### config.mk
export PLATFORM = sky130hd
export DESIGN_NAME = tohost_ctrl_flat
export DESIGN_NICKNAME = d
export VERILOG_FILES = /design/src/rtl/tohost_ctrl_if.sv /design/src/rtl/tohost_ctrl.sv /design/src/flat_wrapper.sv
export SDC_FILE = /design/constraint.sdc
export NUM_CORES = 1
export LEC_CHECK = 0
export CORE_MARGIN = 2
export CORE_UTILIZATION = 50
export CTS_CLUSTER_DIAMETER = 40
export CTS_CLUSTER_SIZE = 40
export DETAILED_ROUTE_END_ITERATION = 6
export GPL_ROUTABILITY_DRIVEN = 0
export GPL_TIMING_DRIVEN = 0
export PLACE_DENSITY_LB_ADDON = 0.12
export SYNTH_ARGS = -nofsm -noshare
export SYNTH_HDL_FRONTEND = slang
export SYNTH_SLANG_ARGS = --single-unit
### constraint.sdc
create_clock -name CLK -period 6.1 [get_ports CLK]
set_clock_uncertainty 0.15 [all_clocks]
set_input_delay 1.22 -clock CLK [delete_from_list [all_inputs] [get_ports CLK]]
set_output_delay 1.22 -clock CLK [all_outputs]
set_load 0.02 [all_outputs]
### src/rtl/tohost_ctrl_if.sv
// Core/console-facing signal bundle for tohost_ctrl.
// master = core plus console sink (testbench side); slave = the controller.
interface tohost_ctrl_if;
    logic        tohost_we;
    logic [31:0] tohost;
    logic        stall;
    logic        fromhost_we;
    logic [31:0] fromhost;
    logic        con_valid;
    logic [7:0]  con_data;
    logic        con_ready;
    logic        done;
    logic        pass;
    logic [30:0] exit_code;
    logic        overflow;
    logic        timeout;

    modport master (
        output tohost_we, tohost, con_ready,
        input  stall, fromhost_we, fromhost, con_valid, con_data,
        input  done, pass, exit_code, overflow, timeout
    );

    modport slave (
        input  tohost_we, tohost, con_ready,
        output stall, fromhost_we, fromhost, con_valid, con_data,
        output done, pass, exit_code, overflow, timeout
    );
endinterface

### src/rtl/tohost_ctrl.sv
// Decodes core tohost writes into console putchar (buffered), exit and bad-command events.
// The idle watchdog is only built when TOHOST_CTRL_WDT_EN is defined.
module tohost_ctrl #(
    parameter int unsigned FIFO_DEPTH = 4,
    parameter int unsigned WDT_CYCLES = 1000000
) (
    input logic          CLK,
    input logic          RSTn,
    tohost_ctrl_if.slave bus
);
    localparam int unsigned AW = $clog2(FIFO_DEPTH);
    localparam int unsigned CW = AW + 1;
    localparam logic [CW-1:0] FULL_CNT = CW'(FIFO_DEPTH);

    localparam logic [1:0] RUN   = 2'd0;
    localparam logic [1:0] ACK   = 2'd1;
    localparam logic [1:0] DRAIN = 2'd2;
    localparam logic [1:0] HALT  = 2'd3;

    logic [1:0]    state_q, state_d;
    logic [7:0]    mem_q [FIFO_DEPTH];
    logic [AW-1:0] wr_ptr_q, rd_ptr_q;
    logic [CW-1:0] count_q, count_d;
    logic          full_q;
    logic          overflow_q, overflow_d;
    logic          pass_q, pass_d;
    logic [30:0]   exit_code_q, exit_code_d;
    logic          push, pop, wdt_fire;
    logic          is_exit, is_putc;

    assign is_exit = bus.tohost[0];
    assign is_putc = (bus.tohost[31:24] == 8'h01) && !bus.tohost[0];
    assign pop     = (count_q != '0) && bus.con_ready;

    always_comb begin
        state_d     = state_q;
        push        = 1'b0;
        overflow_d  = overflow_q;
        pass_d      = pass_q;
        exit_code_d = exit_code_q;
        case (state_q)
            RUN, ACK: begin
                if (wdt_fire) begin
                    state_d     = DRAIN;
                    pass_d      = 1'b0;
                    exit_code_d = '1;
                end else if (state_q == ACK) begin
                    state_d = RUN;
                    if (bus.tohost_we) overflow_d = 1'b1;
                end else if (bus.tohost_we && (bus.tohost != '0)) begin
                    if (is_exit) begin
                        exit_code_d = bus.tohost[31:1];
                        pass_d      = (bus.tohost[31:1] == '0);
                        state_d     = DRAIN;
                    end else if (is_putc) begin
                        // A pop in the same cycle frees the slot, so a full FIFO can still accept.
                        if (!full_q || pop) begin
                            push    = 1'b1;
                            state_d = ACK;
                        end else begin
                            overflow_d = 1'b1;
                        end
                    end else begin
                        exit_code_d = '1;
                        pass_d      = 1'b0;
                        state_d     = DRAIN;
                    end
                end
            end
            DRAIN: begin
                if (count_q == '0) state_d = HALT;
            end
            default: ;
        endcase
    end

    always_comb begin
        count_d = count_q;
        if (push && !pop) begin
            count_d = count_q + 1'b1;
        end else if (pop && !push) begin
            count_d = count_q - 1'b1;
        end
    end

    always_ff @(posedge CLK or negedge RSTn) begin
        if (!RSTn) begin
            state_q     <= RUN;
            wr_ptr_q    <= '0;
            rd_ptr_q    <= '0;
            count_q     <= '0;
            full_q      <= 1'b0;
            overflow_q  <= 1'b0;
            pass_q      <= 1'b0;
            exit_code_q <= '0;
        end else begin
            state_q     <= state_d;
            count_q     <= count_d;
            full_q      <= (count_d == FULL_CNT);
            overflow_q  <= overflow_d;
            pass_q      <= pass_d;
            exit_code_q <= exit_code_d;
            if (push) wr_ptr_q <= wr_ptr_q + 1'b1;
            if (pop) rd_ptr_q <= rd_ptr_q + 1'b1;
        end
    end

    always_ff @(posedge CLK) begin
        if (push) mem_q[wr_ptr_q] <= bus.tohost[7:0];
    end

`ifdef TOHOST_CTRL_WDT_EN
    logic [31:0] wdt_q;
    logic        timeout_q;
    logic        wdt_active;

    assign wdt_active = (state_q == RUN) || (state_q == ACK);
    assign wdt_fire   = wdt_active && !bus.tohost_we && (wdt_q == 32'(WDT_CYCLES - 1));

    always_ff @(posedge CLK or negedge RSTn) begin
        if (!RSTn) begin
            wdt_q     <= '0;
            timeout_q <= 1'b0;
        end else begin
            if (!wdt_active || bus.tohost_we || wdt_fire) begin
                wdt_q <= '0;
            end else begin
                wdt_q <= wdt_q + 32'd1;
            end
            if (wdt_fire) timeout_q <= 1'b1;
        end
    end

    assign bus.timeout = timeout_q;
`else
    assign wdt_fire    = 1'b0;
    assign bus.timeout = 1'b0;
`endif

    assign bus.stall       = full_q;
    assign bus.fromhost_we = (state_q == ACK);
    assign bus.fromhost    = {31'b0, state_q == ACK};
    assign bus.con_valid   = (count_q != '0);
    // Gated so the output is zero in reset even though the storage itself is not reset.
    assign bus.con_data    = (count_q != '0) ? mem_q[rd_ptr_q] : 8'h00;
    assign bus.done        = (state_q == HALT);
    assign bus.pass        = pass_q;
    assign bus.exit_code   = exit_code_q;
    assign bus.overflow    = overflow_q;
endmodule

### src/flat_wrapper.sv
// flat-port wrapper written by rule: the top's interface ports become plain ports
module tohost_ctrl_flat 
#(
    parameter int unsigned FIFO_DEPTH = 4,
    parameter int unsigned WDT_CYCLES = 1000000
)
  (CLK, RSTn, bus_tohost_we, bus_tohost, bus_con_ready, bus_stall, bus_fromhost_we, bus_fromhost, bus_con_valid, bus_con_data, bus_done, bus_pass, bus_exit_code, bus_overflow, bus_timeout);
  tohost_ctrl_if bus_i ();
  input logic CLK;
  input logic RSTn;
  input wire logic [$bits(bus_i.tohost_we)-1:0] bus_tohost_we;
  input wire logic [$bits(bus_i.tohost)-1:0] bus_tohost;
  input wire logic [$bits(bus_i.con_ready)-1:0] bus_con_ready;
  output wire logic [$bits(bus_i.stall)-1:0] bus_stall;
  output wire logic [$bits(bus_i.fromhost_we)-1:0] bus_fromhost_we;
  output wire logic [$bits(bus_i.fromhost)-1:0] bus_fromhost;
  output wire logic [$bits(bus_i.con_valid)-1:0] bus_con_valid;
  output wire logic [$bits(bus_i.con_data)-1:0] bus_con_data;
  output wire logic [$bits(bus_i.done)-1:0] bus_done;
  output wire logic [$bits(bus_i.pass)-1:0] bus_pass;
  output wire logic [$bits(bus_i.exit_code)-1:0] bus_exit_code;
  output wire logic [$bits(bus_i.overflow)-1:0] bus_overflow;
  output wire logic [$bits(bus_i.timeout)-1:0] bus_timeout;
  assign bus_i.tohost_we = bus_tohost_we;
  assign bus_i.tohost = bus_tohost;
  assign bus_i.con_ready = bus_con_ready;
  assign bus_stall = bus_i.stall;
  assign bus_fromhost_we = bus_i.fromhost_we;
  assign bus_fromhost = bus_i.fromhost;
  assign bus_con_valid = bus_i.con_valid;
  assign bus_con_data = bus_i.con_data;
  assign bus_done = bus_i.done;
  assign bus_pass = bus_i.pass;
  assign bus_exit_code = bus_i.exit_code;
  assign bus_overflow = bus_i.overflow;
  assign bus_timeout = bus_i.timeout;
  tohost_ctrl #(.FIFO_DEPTH(FIFO_DEPTH), .WDT_CYCLES(WDT_CYCLES)) u_core (.CLK(CLK), .RSTn(RSTn), .bus(bus_i));
endmodule
* Word-level counts from Yosys, hierarchy flattened
Memory sizes are Yosys's and may differ from the RTL's.
Cells that the tools add are included.
** Operators by class
- Add/sub/neg operators :: 4
- Equal/unequal tests :: 12
- Multiplexer cells :: 28
- Bitwise gates (word level) :: 1
- Reductions and logical operators :: 22
** Operator list (count)
- 31-bit two-way mux :: 2
- 32-bit nonzero test :: 1
- 31-bit zero test :: 1
- 1-bit two-way mux :: 16
- 2-bit two-way mux :: 6
- 8-bit by 1-bit == test with 1-bit output, second input constant :: 1
- 8-bit two-way mux :: 1
- 4-bit AND reduction :: 2
- 3-bit two-way mux :: 2
- 2-bit inequality test, second input constant :: 3
- 6-bit AND reduction :: 1
- 2-bit nonzero test :: 3
- 1-bit logical AND :: 5
- 5-bit inequality test, second input constant :: 1
- 2-bit by 1-bit adder with 2-bit output, second input constant :: 2
- 2-bit == test, second input constant :: 2
- 1-bit zero test :: 4
- 2-bit by 1-bit inequality test with 1-bit output, second input constant :: 2
- 2-bit case mux with 2 select lines :: 1
- 3-bit by 1-bit adder with 3-bit output, second input constant :: 1
- 3-bit == test, second input constant :: 1
- 3-bit zero test :: 1
- 3-bit by 2-bit inequality test with 1-bit output, second input constant :: 1
- 3-bit nonzero test :: 1
- other kinds (6) :: 6
** Storage, ports and cells
- Bits in registers :: 43
- Memory bits (writable) :: 32
- Input port bits :: 36
- Logic and storage cells :: 76
- Memories :: 1
** Memories
- u_core.mem_q :: depth 4, width 8, rd ports 1, clocked after Yosys merged registers in 0, write ports 1, RTL line tohost_ctrl.sv:21 : logic [7:0] mem_q [FIFO_DEPTH];

* Longest topological paths before layout
- Depth in word-level cells :: 14
- Gate-level depth with buffers :: 8
- Mapped depth without buffers :: 8

* Worst setup path after synthesis
OpenSTA, ideal clock, no wires.
- Kind :: input to register
- From :: in bus_tohost[28]
- To :: mem u_core.mem_q[0][0] (enable)
- Data arrival time :: 2.900 ns
- Data required time :: 5.618 ns
- Slack :: 2.718 ns
- Stages :: 4
- Buffers on the path :: 0
- Path through :: or4_4 -> nor4_4 -> a21boi_1 -> and2_1
** On the way
- Longest elaborated chain between the ends :: 9
- Elaborated cells on any way between the ends :: 11
- Classes of those cells :: 1 x eq/ne; 7 x mux; 3 x reduce/logical
** Ends and longest elaborated chain
- start, declared :: RTL line flat_wrapper.sv:12 : input wire logic [$bits(bus_i.tohost)-1:0] bus_tohost;
- 8-bit by 1-bit == test with 1-bit output :: RTL line tohost_ctrl.sv:32 : assign is_putc = (bus.tohost[31:24] == 8'h01) && !bus.tohost[0];
- 1-bit logical AND :: RTL line tohost_ctrl.sv:32
- 1-bit two-way mux :: RTL line tohost_ctrl.sv:55 : end else if (is_putc) begin
- 1-bit two-way mux :: RTL line tohost_ctrl.sv:51 : if (is_exit) begin
- 1-bit two-way mux (*) :: RTL line tohost_ctrl.sv:50 : end else if (bus.tohost_we && (bus.tohost != '0)) begin
- 1-bit two-way mux (*) :: RTL line tohost_ctrl.sv:47 : end else if (state_q == ACK) begin
- 1-bit two-way mux (*) :: RTL line tohost_ctrl.sv:41 : case (state_q)
- 1-bit two-way mux (*) :: RTL line tohost_ctrl.sv:109 : if (push) mem_q[wr_ptr_q] <= bus.tohost[7:0];
- 1-bit two-way mux (implied by the code) (*) :: RTL line tohost_ctrl.sv:109
- end, declared :: RTL line tohost_ctrl.sv:21
Mark *: on every way between the ends. The rest lies on a longest branch, timed or not.

* Final worst setup path
- From :: reg u_core.rd_ptr_q[0]
- To :: out bus_con_data[3]
** On the way
- Longest elaborated chain between the ends :: 2
** Ends and longest elaborated chain
- start, declared :: RTL line tohost_ctrl.sv:22 : logic [AW-1:0] wr_ptr_q, rd_ptr_q;
- start signal, assigned :: RTL line tohost_ctrl.sv:104 : if (pop) rd_ptr_q <= rd_ptr_q + 1'b1;
- memory 4 x 8 bit
- 8-bit two-way mux :: RTL line tohost_ctrl.sv:145 : assign bus.con_data = (count_q != '0) ? mem_q[rd_ptr_q] : 8'h00;
- end, declared :: RTL line flat_wrapper.sv:18 : output wire logic [$bits(bus_i.con_data)-1:0] bus_con_data;
Every way passes these cells.

==> flow_summary.yaml <==
pwr:
  leakagePower_uw: 0.00184
  peakVddDrop_v: 0.000221
  p_sw_uw: 652
  cellPowerDensity_nw_per_um2: 398
  p_clk_share_pct: 19.0
  seq_power_share_pct: 37.4
  comb_power_share_pct: 43.6
  switching_share_pct: 34.0
  internal-power_uw: 1260
placement:
  place_inst: 482
  io_buffer_count: 81
  placed_cell_area_um2: 4620
  dp_hpwl_mm: 5.50
die:
  start_util_pct: 52.0
  dieArea_um2: 7800
  die_width_um: 88.3
  die_y_um: 88.3
  num_rows: 30
  ios: 114
  core_area_um2: 6830
timing:
  tightest_slew_ns: 0.763
  hold_violations: 0
  fmax_mhz: 256
  post-route-min-period_ns: 3.90
  fin_setup_tns_ns: 0
  slew_headroom_pct: 49.1
  setup_violations: 0
  slew_violations: 0
  finalCritPeriodShare_pct: 64.0
  grt_setup_unrepaired: "no"
setup_path:
  crit_chain: "clkbuf_1 > mux4_2 > and2_1 > clkdlybuf4s50_1"
  critPathMaxFanout: 10
  end_kind: "output pin"
  critPathTopFamily: "buffers and inverters"
  crit_required_ns: 4.73
  worst_path_max_delay_cell: "mux4_2"
  cp.depth: 4
  crit_buf_inv: 2
  worstRegToRegCells: 4
  arrival_ns: 2.53
  worstSetupStartpointType: "flop"
  path_class: "flop to output pin"
  critPathMaxStageDelay_ns: 0.60
job:
  maxCapViolations: 0
route:
  via_count: 2419
  wirelength_mm: 7.45
  routed_via_density: 4.86
  drcViolationCount: 0
  dr.pass1.iters: 4
  drt-initial-drc-count: 92
  ant_nets: 0
  wl_per_cell_um: 15.0
clock_tree:
  cts_setup_buffers: 0
  clkSlewWorstSetupHoldPaths_ns: 0.08
  clock-sinks: 75
  cts_root_buffer: "clkbuf_8"
  htree_levels: 3
  hold_buffers: 0
  cts_resized: 0
  cts.path.max_buffers: 2
  cts_tree: "yes"
  numCtsBuffers: 9
  clock_latency_ns: 0.33
logic_synthesis:
  yosysTopAreaCell: "dfrtp_1"
  netlist_top_cells_count: "dfrtp_1 (43), buf_4 (33), edfxtp_1 (32), o21a_1 (31), nand3b_1 (30)"
  synth_area_um2: 3550
  netlist_top_cells_area: "dfrtp_1 (30%), edfxtp_1 (27%), buf_4 (7.0%)"
  synth-seq-area-share_pct: 57.3
  synth_edf_count: 32
  ys_ff_latch: 75
  synth_top_area_share_pct: 30.3
  synth-main-ff-cell: "dfrtp_1"
  synth-async-reset-ratio_pct: 57.3
  synthDistinctLibCells: 42
  ys_warn_count: 0
  syn_inst: 273
  syn_area_per_cell_um2: 13.0
  yosysMostFrequentCell: "dfrtp_1"
global_routing:
  track_usage_pct: 20.1
  grt_antenna_before_repair: 0
  grt_pass1_wl_mm: 11.8
  overflow: 0
  grt_max_degree: 27
  grt_pass1_vias: 2435
run_status:
  status: "completed"
finish:
  fin_area_um2: 4810
  fill_cells: 542
  diodes: 0
  fin_nets: 440
  fin_cells: 498
  drive_gt1_share_pct: 16.4
  syn2layout_area_growth_pct: 35.3
min_path:
  holdPathStages: 1
  min-delay-path-class: "flop to flop"
-- through the flow --
| stage | total power [µW] | worst slack, ns | hold slack [ns] | util [%] |
|---|---|---|---|---|
| finish | 1920 | 2.20 | 0.329 | 70.4 |
| global route | 2030 | 2.02 | 0.368 | 70.4 |
| CTS | 1940 | 2.11 | 0.337 | 70.4 |
| detailed placement | 1570 | 1.91 | 0.319 | 67.6 |
| global placement | 1550 | 1.93 | 0.312 | 67.3 |
| floorplan | 1190 | 2.72 | 0.350 | - |
-- worst reg2reg max path: stages, from the launching register on --
cell and delay (ns):
dfrtp_1 0.43, or3b_2 0.54, nor4_4 0.43, a21boi_1 0.48, and2_1 0.47
-- power groups by stage --
stage	combinational [µW]	sequential (µW)	clock, µW
final	836	716	364
after CTS	846	717	373
after global placement	831	721	0
after floorplan	368	827	0
after global routing	897	733	397
after detailed placement	842	725	0
-- metal layers --
layer / wire, µm / up-vias / global-route usage [%]
met5: 0 / - / 0
met2: 3630 / 75 / 33.1
met3: 456 / 9 / 6.06
met4: 101 / 0 / 7.16
li1: - / 1171 / -
met1: 3260 / 1164 / 25.3
-- final cells by class --
cell class / instances / area [µm²] / area share (%)
Clock buffer: 9 / 124 / 2.58
Multi-Input combinational cell: 178 / 1320 / 27.4
Clock inverter: 7 / 68.8 / 1.43
Sequential cell: 75 / 2040 / 42.4
Tap cell: 96 / 120 / 2.50
Inverter: 5 / 18.8 / 0.390
Timing Repair Buffer: 82 / 826 / 17.2
Buffer: 46 / 297 / 6.17
-- kinds of logic (layout without fill, tap and decap cells) --
family | count (synthesis) | count (layout) | share of synthesized area, %
other cells | 1 | 32 | 0.106
compound gates | 44 | 44 | 9.26
flops | 75 | 75 | 57.3
mux | 8 | 8 | 5.07
fa+ha+maj | 7 | 7 | 2.46
simple gates | 83 | 83 | 15.9
buf+inv | 51 | 149 | 8.87
xor+xnor | 4 | 4 | 0.986
-- cell usage in the layout (no fill, tap or decap), types with 6 or more instances in the layout --
cell             instances
nand3b_1                30
clkbuf_8                 9
mux4_2                   8
dfrtp_1                 43
edfxtp_1                32
ha_1                     7
o21a_1                  31
and2_1                  13
clkdlybuf4s50_1         80
buf_4                   33
clkbuf_1                12
nor2_1                   6
conb_1                  32
nor4_1                   6
-- sequential cells by signal (all words and copies together), names as in the netlist --
signal	count
u_core.bus.exit_code	31
u_core.bus.overflow	1
u_core.bus.pass	1
u_core.bus.stall	1
u_core.count_q	3
u_core.mem_q	32
u_core.rd_ptr_q	2
u_core.state_q	2
u_core.wr_ptr_q	2
-- final timing paths --
kind	startpoint	end	slack (ns)
hold reg to reg	u_core.bus.overflow	u_core.bus.overflow	0.33
max in group asynchronous	RSTn	u_core.bus.exit_code[0]	4.63
hold / removal	u_core.bus.overflow	u_core.bus.overflow	0.33
setup reg to reg	u_core.state_q[1]	u_core.mem_q[0][0]	3.25
min in group asynchronous	RSTn	u_core.bus.exit_code[26]	0.67
setup / recovery	u_core.rd_ptr_q[0]	bus_con_data[3]	2.20
Power figures use the tool's default switching activity.
==> patch 1 (config.mk and constraints unchanged) <==
The option `TOHOST_CTRL_WDT_EN` is turned on by a define.
--- a/src/rtl/tohost_ctrl.sv
+++ b/src/rtl/tohost_ctrl.sv
@@ -1,5 +1,7 @@
 // Decodes core tohost writes into console putchar (buffered), exit and bad-command events.
 // The idle watchdog is only built when TOHOST_CTRL_WDT_EN is defined.
+`define TOHOST_CTRL_WDT_EN
+
 module tohost_ctrl #(
     parameter int unsigned FIFO_DEPTH = 4,
     parameter int unsigned WDT_CYCLES = 1000000
Formal check against the unedited RTL: same outputs for any inputs over 4 cycles, from zero or initial values and one cycle with RSTn low; that may be too few to reach the edited logic, so the function may still have changed.
==> patch 1 against the unedited design <==
  * Wire length up 55%
  * Worst setup slack improved by 0.077 ns
  * Count of clock-buffer cells in the layout is 3 higher
  * Total power fell by 7.9%
  * Die area up 52%
  * Synthesized cell count increased by 77%
  * Synthesized area is 55% higher
  * Cell area rose by 42%
  * Core utilization is 7.0 points lower
  * Global-route usage is 0.86 points higher
  * Sequential cell count rose by 33
  * Largest power group is now registers
  * Highest routed layer unchanged
==> patch 1: results (changes against the unedited design) <==
[global_routing]
use_met1 = 0.288  ; +0.0349
grt_max_degree = 52  ; +93%
grt_usage = 0.209  ; +0.00863
use_met3 = 0.0412  ; -0.0194
grtUsageMet2 = 0.331  ; +0.000584
grt_pass1_wl_mm = 19.1  ; +62%

[synth]
synth_area_leaders = dfrtp_1 35%, edfxtp_1 17%, mux2i_1 6.2%
synth.distinct_cells = 53  ; +26%
synth-seq-cells = 108  ; +44%
synthTopCellsByCount = 76 x dfrtp_1, 67 x nor2_1, 35 x buf_4
seq_area_frac_synth = 0.520  ; -0.0529

[pwr]
p_leak_nw = 2.71  ; +47%
switching_share = 0.292  ; -0.0484
powerClk_uw = 460  ; +26%
power_frac_comb = 0.285  ; -0.151

[drt]
route.met3.wl_um = 601  ; +32%
drt_iter0_markers = 189  ; +110%
wl_mm = 11.5  ; +55%
vias = 3814  ; +58%
wl_met2_mm = 5.48  ; +51%

[timing]
hold_slack_ns = 0.321  ; -0.00821 ns
tightestPinTransition_ns = 0.687  ; -0.0759 ns

[finish]
nets = 652  ; +48%
fillCellCount = 896  ; +65%

[place]
hpwl_mm = 8.61  ; +56%
numPortBuffers = 82  ; +1.2%

[clocking]
clk_latency_ns = 0.37  ; +0.04 ns

[critical_path]
r2r_end = u_core.mem_q[0][5]$_DFFE_PP_
rr_startpoint = u_core.count_q[0]$_DFF_PN0_

[worst_hold_path]
hold_start = u_core.bus.timeout$_DFFE_PN0P_
hold-path-endpoint = u_core.bus.timeout$_DFFE_PN0P_

[outcome]
outcome = finished, final reports clean

[patch 1: layout make-up]
| cell class | count | area [um^2] | area share |
|---|---|---|---|
| tap | 140 | 175 | 0.0256 |
| timing repair buffer | 83 | 846 | 0.124 |
| clock buffer | 12 | 155 | 0.0227 |
| clock inverter | 4 | 55.1 | 0.00804 |
| multi-input combinational | 344 | 2360 | 0.344 |
| buffer | 54 | 365 | 0.0534 |
| inverter | 8 | 30.0 | 0.00439 |
| sequential | 108 | 2860 | 0.418 |
[patch 1: cell families after synthesis]
group | count (synthesis) | share of synthesized area
other cells | 1 | 0.000682
xor+xnor | 35 | 0.0557
simple gates | 212 | 0.216
compound gates | 14 | 0.0184
fa+ha+maj | 10 | 0.0221
flops | 108 | 0.520
mux | 42 | 0.0946
buf+inv | 62 | 0.0719
[patch 1: worst max path at each step]
stage	end	slack, ns	from	cells after the start
floorplan	u_core.mem_q[0][0]$_DFFE_PP_	3.19	bus_tohost[29]	4
global placement	u_core.rd_ptr_q[1]$_DFFE_PN0P_	0.95	RSTn	1
detailed placement	u_core.mem_q[0][6]$_DFFE_PP_	2.20	bus_tohost[0]	5
CTS	bus_con_data[4]	2.24	u_core.count_q[0]$_DFF_PN0_	7
global route	bus_con_data[7]	2.06	u_core.count_q[0]$_DFF_PN0_	7
finish	bus_con_data[4]	2.27	u_core.count_q[0]$_DFF_PN0_	7
[patch 1: metrics by stage]
step / setup slack [ns] / util / area [um^2] / power, mW / instances
floorplan: 3.19 / - / 5610 / 1.13 / 514
global placement: 0.950 / 0.612 / 6610 / 1.31 / 736
detailed placement: 2.20 / 0.615 / 6640 / 1.32 / 737
CTS: 2.24 / 0.634 / 6850 / 1.78 / 753
global route: 2.06 / 0.634 / 6850 / 1.85 / 753
finish: 2.27 / 0.634 / 6850 / 1.76 / 753
==> patch 2 (config.mk and constraints unchanged) <==
Without the edit above. `FIFO_DEPTH` is set to 4 in 2 places; all go to 8.
--- a/src/rtl/tohost_ctrl.sv
+++ b/src/rtl/tohost_ctrl.sv
@@ -1,7 +1,7 @@
 // Decodes core tohost writes into console putchar (buffered), exit and bad-command events.
 // The idle watchdog is only built when TOHOST_CTRL_WDT_EN is defined.
 module tohost_ctrl #(
-    parameter int unsigned FIFO_DEPTH = 4,
+    parameter int unsigned FIFO_DEPTH = 8,
     parameter int unsigned WDT_CYCLES = 1000000
 ) (
     input logic          CLK,
--- a/src/flat_wrapper.sv
+++ b/src/flat_wrapper.sv
@@ -1,7 +1,7 @@
 // flat-port wrapper written by rule: the top's interface ports become plain ports
 module tohost_ctrl_flat 
 #(
-    parameter int unsigned FIFO_DEPTH = 4,
+    parameter int unsigned FIFO_DEPTH = 8,
     parameter int unsigned WDT_CYCLES = 1000000
 )
   (CLK, RSTn, bus_tohost_we, bus_tohost, bus_con_ready, bus_stall, bus_fromhost_we, bus_fromhost, bus_con_valid, bus_con_data, bus_done, bus_pass, bus_exit_code, bus_overflow, bus_timeout);
Function: changed (Yosys sat finds a counterexample within 10 cycles, from zero or initial values and one cycle with RSTn low).
==> patch 2 against the unedited design <==
  * Worst hold slack improved by 0.0083 ns
  * Largest power group unchanged
  * Cell area increased by 31%
  * Total power increased by 36%
  * Sequential cell count increased by 35
  * Wire length increased by 35%
  * Worst setup slack got worse by 0.32 ns
  * Synthesized area increased by 40%
==> patch 2: results (changes against the unedited design) <==
[outcome]
outcome = finished, final reports clean

[pwr]
peakVddDrop_uv = 227  ; +2.5%
net-switching-power_uw = 933  ; +43%
p_leak_nw = 2.51  ; +36%

[finish]
largest_reg_flops = 64  ; +100%
fillCellCount = 783  ; +44%
layout-drive-gt1-share = 0.168  ; +0.00414

[global_routing]
grt_pass1_wl_mm = 15.9  ; +35%
grt_usage = 0.191  ; -0.0101
grt_pass1_vias = 3131  ; +29%
grt_max_degree = 36  ; +33%

[synth]
synth_edf_count = 64  ; +100%
yosysTopAreaCellShare = 0.387  ; +0.0841
ys.flop_type = edfxtp_1
synth.distinct_cells = 47  ; +12%
synthTopCellsByCount = 64 x edfxtp_1, 46 x dfrtp_1, 45 x nand2_1
synth_area_leaders = edfxtp_1 39%, dfrtp_1 23%, mux4_2 7.3%
synth-async-reset-ratio = 0.418  ; -0.155
seq_area_frac_synth = 0.619  ; +0.0454

[place]
hpwl_mm = 7.21  ; +31%
numPortBuffers = 80  ; -1.2%

[critical_path]
rr_startpoint = u_core.count_q[0]$_DFF_PN0_
slowest_delay_ns = 0.56  ; -0.04 ns
r2r_setup_slack_ns = 2.82  ; -0.43 ns
r2r_end = u_core.mem_q[2][0]$_DFFE_PP_
arrival_ns = 2.86  ; +0.33 ns
worstSetupStartpoint = u_core.rd_ptr_q[1]$_DFFE_PN0P_
ff2ff_path_depth = 9  ; +5

[timing]
relSlewSlack = 0.149  ; -0.342

[drt]
wl_mm = 10.0  ; +35%
drt_iter0_markers = 81  ; -12%
routed_via_density = 4.96  ; +2.2%

[clocking]
path_clk_slew_ns = 0.10  ; +0.02 ns
clk_latency_ns = 0.36  ; +0.03 ns

[worst_hold_path]
hold_start = u_core.bus.exit_code[25]$_DFFE_PN0P_

==> patch 2: changes by cell type after synthesis, sizes merged, moves of 30 or more <==
cell	unedited run	this run
edfxtp	32	64
nand2	5	45
nand3b	30	0
nor2b	3	33
o21a	31	0
o21ai	3	33
==> patch 2: logic make-up after synthesis <==
logic type / share of synthesized area
AO/OA/AOI/OAI: 0.0509
other: 0.000755
buffers and inverters: 0.0670
XOR/XNOR: 0.0106
flip-flops: 0.619
adder cells (fa/ha/maj): 0.0123
multiplexers: 0.0970
AND/OR/NAND/NOR: 0.143
==> patch 2: how the worst min path moves through the flow <==
stage                                      endpoint  slack, ns  cells past startpoint
2_1_floorplan           u_core.count_q[3]$_DFF_PN0_       0.32                      1
3_3_place_gp    u_core.bus.exit_code[8]$_DFFE_PN0P_       0.31                      2
3_5_place_dp    u_core.bus.exit_code[8]$_DFFE_PN0P_       0.32                      2
4_1_cts         u_core.bus.exit_code[8]$_DFFE_PN0P_       0.34                      2
5_1_grt        u_core.bus.exit_code[13]$_DFFE_PN0P_       0.37                      2
6_report       u_core.bus.exit_code[25]$_DFFE_PN0P_       0.34                      2
==> patch 2: per-stage QoR <==
stage | utilization | hold slack (ns) | instance area [um^2] | setup WS, ns | std cells
6_report | 0.647 | 0.337 | 6290 | 1.87 | 638
2_1_floorplan | - | 0.315 | 5080 | 2.57 | 407
3_3_place_gp | 0.622 | 0.311 | 6050 | 1.29 | 620
4_1_cts | 0.646 | 0.344 | 6280 | 1.79 | 638
3_5_place_dp | 0.625 | 0.319 | 6080 | 1.41 | 622
5_1_grt | 0.647 | 0.370 | 6290 | 1.65 | 638
==> patch 2: area by class of cell <==
class | instances | area, um^2 | share of cell area
repair buffers | 82 | 823 | 0.131
flip-flops and latches | 110 | 3070 | 0.488
clock buffers | 11 | 153 | 0.0243
inverters | 3 | 11.3 | 0.00179
multi-input cells | 245 | 1690 | 0.269
plain buffers | 49 | 322 | 0.0511
clock inverters | 5 | 48.8 | 0.00776
well taps | 133 | 166 | 0.0265
==> patch 2: worst max-delay path: cells and delay by family, from the launching register on <==
| kind | cells | cell delay, ns |
|---|---|---|
| and+or+nand+nor | 1 | 0.07 |
| muxes | 2 | 0.58 |
| DFF | 1 | 0.37 |
| buffers and inverters | 3 | 1.47 |
==> patch 2: power groups by stage <==
stage          clock (mW)  combinational (mW)  sequential [mW]
6_report            0.440                1.13             1.03
5_1_grt             0.475                1.23             1.05
4_1_cts             0.448                1.15             1.03
3_5_place_dp            0                1.15             1.04
3_3_place_gp            0                1.13             1.04
2_1_floorplan           0               0.525             1.17
==> patch 2: routing by layer <==
| metal | global-route usage | share of wire |
|---|---|---|
| met5 | 0 | 0 |
| met4 | 0.0637 | 0.013 |
| met3 | 0.0573 | 0.083 |
| met2 | 0.318 | 0.49 |
| met1 | 0.240 | 0.42 |
